$ cat src/rtl/seq_ctrl_pkg.sv
// Shared definitions for the register-file / compute sequencer.
// Holds the 2-bit state encoding (also driven out on current_state) and the
// default parameter values used by seq_state_control.
package seq_ctrl_pkg;

    typedef enum logic [1:0] {
        ST_IDLE    = 2'd0,
        ST_RF_RW   = 2'd1,
        ST_COMPUTE = 2'd2,
        ST_RF_W    = 2'd3
    } state_t;

    localparam int         DEF_CMD_W        = 3;
    localparam int         DEF_CNT_W        = 5;
    localparam int         DEF_LAT_RF_READ  = 4;
    localparam int         DEF_LAT_COMPUTE  = 8;
    localparam int         DEF_LAT_RF_WRITE = 4;
    localparam int         DEF_OPS_W        = 16;
    // Commands 5, 6 and 7 take the compute path by default.
    localparam logic [7:0] DEF_COMPUTE_MASK = 8'b1110_0000;

endpackage

$ cat src/rtl/seq_lat_counter.sv
// Per-state latency counter for the sequencer.
// Ports:
//   clk, rst_n  clock / async active-low reset
//   clr         force count to 0 (highest priority)
//   load        start a new state: count <= 1
//   en          advance count by one
//   lat         latency of the current state
//   at_lat      count has reached lat
module seq_lat_counter #(
    parameter int CNT_W = 5
) (
    input  logic             clk,
    input  logic             rst_n,
    input  logic             clr,
    input  logic             load,
    input  logic             en,
    input  logic [CNT_W-1:0] lat,
    output logic             at_lat
);

    logic [CNT_W-1:0] cnt;

    always_ff @(posedge clk or negedge rst_n) begin
        if (!rst_n)    cnt <= '0;
        else if (clr)  cnt <= '0;
        else if (load) cnt <= CNT_W'(1);
        else if (en)   cnt <= cnt + CNT_W'(1);
    end

    assign at_lat = (cnt == lat);

endmodule

$ cat src/rtl/seq_state_control.sv
// Multi-cycle sequencer: one command per valid/ready handshake, walked through
// RF_RW and, for commands flagged in COMPUTE_MASK, COMPUTE then RF_W.
// Supports hold (freeze), abort (cancel), a one-cycle done pulse and a
// wrapping completed-command counter.
// Ports:
//   clk, rst_n     clock / async active-low reset
//   cmd_valid      command offered;  cmd_ready  accept possible (IDLE)
//   command        command, captured into cmd_q on accept
//   hold, abort    freeze / cancel while busy (abort wins)
//   done           one-cycle completion pulse;  busy  state != IDLE
//   current_state  0 IDLE, 1 RF_RW, 2 COMPUTE, 3 RF_W
//   done_count     completed commands, modulo 2**OPS_W
module seq_state_control
    import seq_ctrl_pkg::*;
#(
    parameter int                        CMD_W        = DEF_CMD_W,
    parameter int                        CNT_W        = DEF_CNT_W,
    parameter int                        LAT_RF_READ  = DEF_LAT_RF_READ,
    parameter int                        LAT_COMPUTE  = DEF_LAT_COMPUTE,
    parameter int                        LAT_RF_WRITE = DEF_LAT_RF_WRITE,
    parameter logic [(2**CMD_W)-1:0]     COMPUTE_MASK = DEF_COMPUTE_MASK,
    parameter int                        OPS_W        = DEF_OPS_W
) (
    input  logic             clk,
    input  logic             rst_n,
    input  logic             cmd_valid,
    output logic             cmd_ready,
    input  logic [CMD_W-1:0] command,
    input  logic             hold,
    input  logic             abort,
    output logic             done,
    output logic             busy,
    output logic [1:0]       current_state,
    output logic [CMD_W-1:0] cmd_q,
    output logic [OPS_W-1:0] done_count
);

    localparam int CNT_MAX = (2**CNT_W) - 1;

    if (LAT_RF_READ  < 1 || LAT_RF_READ  > CNT_MAX ||
        LAT_COMPUTE  < 1 || LAT_COMPUTE  > CNT_MAX ||
        LAT_RF_WRITE < 1 || LAT_RF_WRITE > CNT_MAX) begin : g_lat_check
        $error("seq_state_control: every LAT_* must be in 1..2**CNT_W-1");
    end

    state_t           state, state_nx;
    logic             cnt_clr, cnt_load, cnt_en, at_lat;
    logic             done_nx;
    logic             accept;
    logic [CNT_W-1:0] lat_sel;

    assign cmd_ready     = (state == ST_IDLE);
    assign busy          = (state != ST_IDLE);
    assign current_state = state;
    assign accept        = cmd_valid && (state == ST_IDLE);

    always_comb begin
        lat_sel = '0;
        case (state)
            ST_RF_RW:   lat_sel = CNT_W'(LAT_RF_READ);
            ST_COMPUTE: lat_sel = CNT_W'(LAT_COMPUTE);
            ST_RF_W:    lat_sel = CNT_W'(LAT_RF_WRITE);
            default:    lat_sel = '0;
        endcase
    end

    seq_lat_counter #(.CNT_W(CNT_W)) u_cnt (
        .clk    (clk),
        .rst_n  (rst_n),
        .clr    (cnt_clr),
        .load   (cnt_load),
        .en     (cnt_en),
        .lat    (lat_sel),
        .at_lat (at_lat)
    );

    always_comb begin
        state_nx = state;
        cnt_clr  = 1'b0;
        cnt_load = 1'b0;
        cnt_en   = 1'b0;
        done_nx  = 1'b0;
        if (state == ST_IDLE) begin
            if (cmd_valid) begin
                state_nx = ST_RF_RW;
                cnt_load = 1'b1;
            end
        end else if (abort) begin
            state_nx = ST_IDLE;
            cnt_clr  = 1'b1;
        end else if (!hold) begin
            if (!at_lat) begin
                cnt_en = 1'b1;
            end else begin
                case (state)
                    ST_RF_RW: begin
                        if (COMPUTE_MASK[cmd_q]) begin
                            state_nx = ST_COMPUTE;
                            cnt_load = 1'b1;
                        end else begin
                            state_nx = ST_IDLE;
                            cnt_clr  = 1'b1;
                            done_nx  = 1'b1;
                        end
                    end
                    ST_COMPUTE: begin
                        state_nx = ST_RF_W;
                        cnt_load = 1'b1;
                    end
                    default: begin
                        state_nx = ST_IDLE;
                        cnt_clr  = 1'b1;
                        done_nx  = 1'b1;
                    end
                endcase
            end
        end
    end

    // Completion lands us in IDLE with done high, so a command offered in
    // that same cycle is accepted without a bubble.
    always_ff @(posedge clk or negedge rst_n) begin
        if (!rst_n) begin
            state      <= ST_IDLE;
            cmd_q      <= '0;
            done       <= 1'b0;
            done_count <= '0;
        end else begin
            state <= state_nx;
            done  <= done_nx;
            if (accept)  cmd_q      <= command;
            if (done_nx) done_count <= done_count + OPS_W'(1);
        end
    end

endmodule

$ cat config.mk
export PLATFORM = sky130hd
export DESIGN_NAME = seq_state_control
export DESIGN_NICKNAME = d
export VERILOG_FILES = /design/src/rtl/seq_ctrl_pkg.sv /design/src/rtl/seq_lat_counter.sv /design/src/rtl/seq_state_control.sv
export SDC_FILE = /design/constraint.sdc
export NUM_CORES = 1
export LEC_CHECK = 0
export ABC_AREA = 1
export ABC_CLOCK_PERIOD_IN_PS = 1650
export BUFFER_PORTS_ARGS = -buffer_cell sky130_fd_sc_hd__buf_2
export CORE_ASPECT_RATIO = 2
export CORE_MARGIN = 2
export CORE_UTILIZATION = 55
export DETAILED_ROUTE_END_ITERATION = 10
export PLACE_DENSITY_LB_ADDON = 0.12
export REMOVE_ABC_BUFFERS = 1
export SLEW_MARGIN = 10
export SYNTH_ARGS = -nofsm -noshare
export SYNTH_HDL_FRONTEND = slang
export SYNTH_SLANG_ARGS = --single-unit
$ cat constraint.sdc
create_clock -name clk -period 1.65 [get_ports clk]
set_input_delay 0.165 -clock clk [delete_from_list [all_inputs] [get_ports clk]]
set_output_delay 0.165 -clock clk [all_outputs]
set_load 0.01 [all_outputs]
==> results by group <==
Placement
  – Pre-CTS WS: -0.123 ns
  – Placed Cells: 303
  – DP HPWL: 3010 µm
  – Port Buffers: 31
  – RePlAce Congestion: 0.899

Route
  – Final WL: 4420 µm
  – WL per Instance: 14.1 µm
  – First drt pass iteration count: 5
  – Initial DRC Count: 59
  – Residual DRC count: 0
  – Post-route ant nets: 0
  – Via Count: 1702
  – Vias per cell: 5.42

Clocking
  – Clock transition at path regs: 0.09 ns
  – Clk_lat worst skew: 0.27 ns
  – Number of H-tree levels: 1
  – Clk root buf: clkbuf_8
  – Clock sink count: 27
  – Cts bufs inserted: 3
  – Worst-case clock buffer depth: 2
  – CTS tree: done

Setup path
  – CP endpoint kind: flop
  – Worst r2r dst: done_count[0]
  – Reg2reg start: current_state[0]
  – Critical path origin: current_state[0]
  – R2R depth: 8
  – Critical path class: flop to flop
  – Reg2Reg Setup Slack: -0.003 ns
  – CP startpoint kind: flop
  – Critical Path End: done_count[0]
  – WP data required: 1.81 ns
  – WP data arrival: 1.82 ns
  – Worst-path fanout max: 10

Yosys
  – Synth top cells by count: 87 x nand2_1, 27 x dfrtp_1, 27 x inv_1
  – Top-count cell post-synth: nand2_1
  – Number of distinct library cells after synthesis: 25
  – Synth Warn #: 0
  – Yosys reg bits: 27
  – Post-synth top area share: 39.9%
  – Seq/Total Area, Yosys: 39.9%
  – Area contributors post-synth: dfrtp_1 40%, nand2_1 19%, inv_1 6.0%
  – Post-synth EDFFs: 0
  – Ys flop type: dfrtp_1
  – Dominant cell type by area after synthesis: dfrtp_1
  – Syn_area_per_cell: 7.21 µm²
  – Ys async rst share: 100%
  – Post-Syn Area: 1700 µm²
  – Post-Syn Instances: 235

Global routing
  – GRT busiest layer: met2
  – Met2 usage: 47.9%
  – Largest net degree at the start of global routing: 28
  – Gr usage total: 24.5%
  – Grt met1 use: 24.3%
  – First-pass GRT wire length: 6600 µm
  – Vias in the first global route: 1549
  – Met3 usage: 2.83%
  – Global route overflow: 0
  – Initial antenna violation count: 0

Floorplan
  – I/O pins: 32
  – Rows: 28
  – Die ar.: 3570 µm²
  – Floorplan core area: 2940 µm²
  – Die Y-Extent: 82.5 µm
  – Initial core utilization: 57.6%
  – Die width: 43.3 µm

Timing
  – Slew @ Worst Pin: 0.619 ns
  – Final setup margin: -0.00279 ns
  – Final min period: 1.65 ns
  – Max frequency: 0.605 GHz
  – Setup TNS: -0.00279 ns
  – Clk_skew: 0.00340 ns
  – Final hold vios: 0
  – Final Setup Violations: 1
  – Rel. slew slack: 58.7%
  – Hold WS: 0.0783 ns
  – RSZ-0062 raised after global routing: yes
  – Slew Limit Fails: 0
  – Tcrit/Tclk final: 100%

Power
  – P_leak: 0.00114 µW
  – Power, Total: 2810 µW
  – Power Dens Cells: 1280 nW/µm²
  – Worst VDD drop: 1.04 mV

Layout
  – Register area: 678 µm²
  – Fin nets: 301
  – Ratio of cells with drive above 1 in the final layout: 29.2%
  – Multi-input gate area: 976 µm²
  – Layout area overhead: 29.6%
  – Finished Layout Cells: 314
  – ANT cells: 0
  – Fillers: 254

Run status
  – Outcome: finished with violations
  – Failing checks: setup timing

Hold path
  – Hold Path Class: input pin to flop

Job
  – Max cap viols: 0
-- critical path, cell delays in order (launching register included) --
cell and delay [ns]:
dfrtp_2 0.45, buf_6 0.14, ha_4 0.16, nor2_1 0.10, nand2_1 0.09, nand2_4 0.12, nand4_4 0.13, buf_4 0.21
xor2_1 0.15
-- registers in the layout, indices dropped and copies added, names as in the netlist --
name,flops
current_state,2
done,1
u_cnt.cnt,5
done_count,16
cmd_q,3
-- routing by layer --
metal | vias to the layer above | wire (µm)
li1 | 845 | -
met2 | 46 | 2560
met3 | 15 | 122
met4 | 0 | 145
met5 | - | 0
met1 | 796 | 1590
-- placed cells by master (no fill, tap or decap), types with 2 or more instances in the layout --
cell type | synthesis | final
buf_2 | 0 | 31
o21ai_1 | 6 | 7
nor3_1 | 6 | 6
o21ai_0 | 5 | 3
clkbuf_8 | 0 | 3
xor2_1 | 5 | 5
nand4_1 | 8 | 8
nand2_1 | 87 | 78
nor2_2 | 1 | 5
ha_1 | 8 | 4
xnor2_1 | 4 | 4
clkbuf_16 | 0 | 2
dfrtp_2 | 0 | 2
nand2_2 | 3 | 9
inv_1 | 27 | 23
buf_6 | 2 | 2
buf_4 | 1 | 11
ha_4 | 0 | 3
nand2_4 | 0 | 3
dfrtp_1 | 27 | 25
nand3_1 | 16 | 16
nor2_1 | 19 | 15
inv_2 | 2 | 5
-- where the power goes --
group	switching, µW	internal [µW]	leakage [µW]	total, µW
combinational	838	578	0.000767	1420
sequential	180	832	0.000349	1010
clock	203	173	0.0000228	377
total	1220	1580	0.00114	2810
-- how the worst min path moves through the flow --
stage               start            end  slack (ns)  cells past startpoint
2_1_floorplan       rst_n       cmd_q[0]       -0.13                      0
3_3_place_gp        rst_n  done_count[1]        0.21                      1
3_5_place_dp        rst_n  done_count[1]        0.21                      1
4_1_cts        command[2]       cmd_q[2]        0.07                      3
5_1_grt        command[1]       cmd_q[1]        0.09                      3
6_report       command[0]       cmd_q[0]        0.08                      3
-- area by class of cell --
cell class              instances  share of cell area [%]
multi-input cells             175                    44.4
flip-flops and latches         27                    30.9
repair buffers                 48                    15.5
inverters                      30                    5.47
clock buffers                   4                    2.05
well taps                      30                    1.71
-- cells by family after synthesis --
logic type / after synthesis / synth area share [%]
AND/OR/NAND/NOR: 144 / 36.6
buffers and inverters: 33 / 8.49
flip-flops: 27 / 39.9
AO/OA/AOI/OAI: 14 / 4.50
XOR/XNOR: 9 / 4.65
adder cells (fa/ha/maj): 8 / 5.90
-- per-stage QoR --
| step | instance area [µm²] | util (%) |
|---|---|---|
| after global routing | 2200 | 74.7 |
| after floorplan | 1670 | - |
| after CTS | 2060 | 69.9 |
| after detailed placement | 1950 | 66.1 |
| after global placement | 1950 | 66.1 |
| final | 2200 | 74.7 |
-- timing repair --
item                                   CTS  global route
endpoints found under the hold margin   27             0
setup endpoints to repair               23            23
hold buffers                             1             0
buffers inserted                         2             1
pin swaps                                2             8
gates cloned                             0             3
gates resized for setup                 12            26
Power figures use the tool's default switching activity.
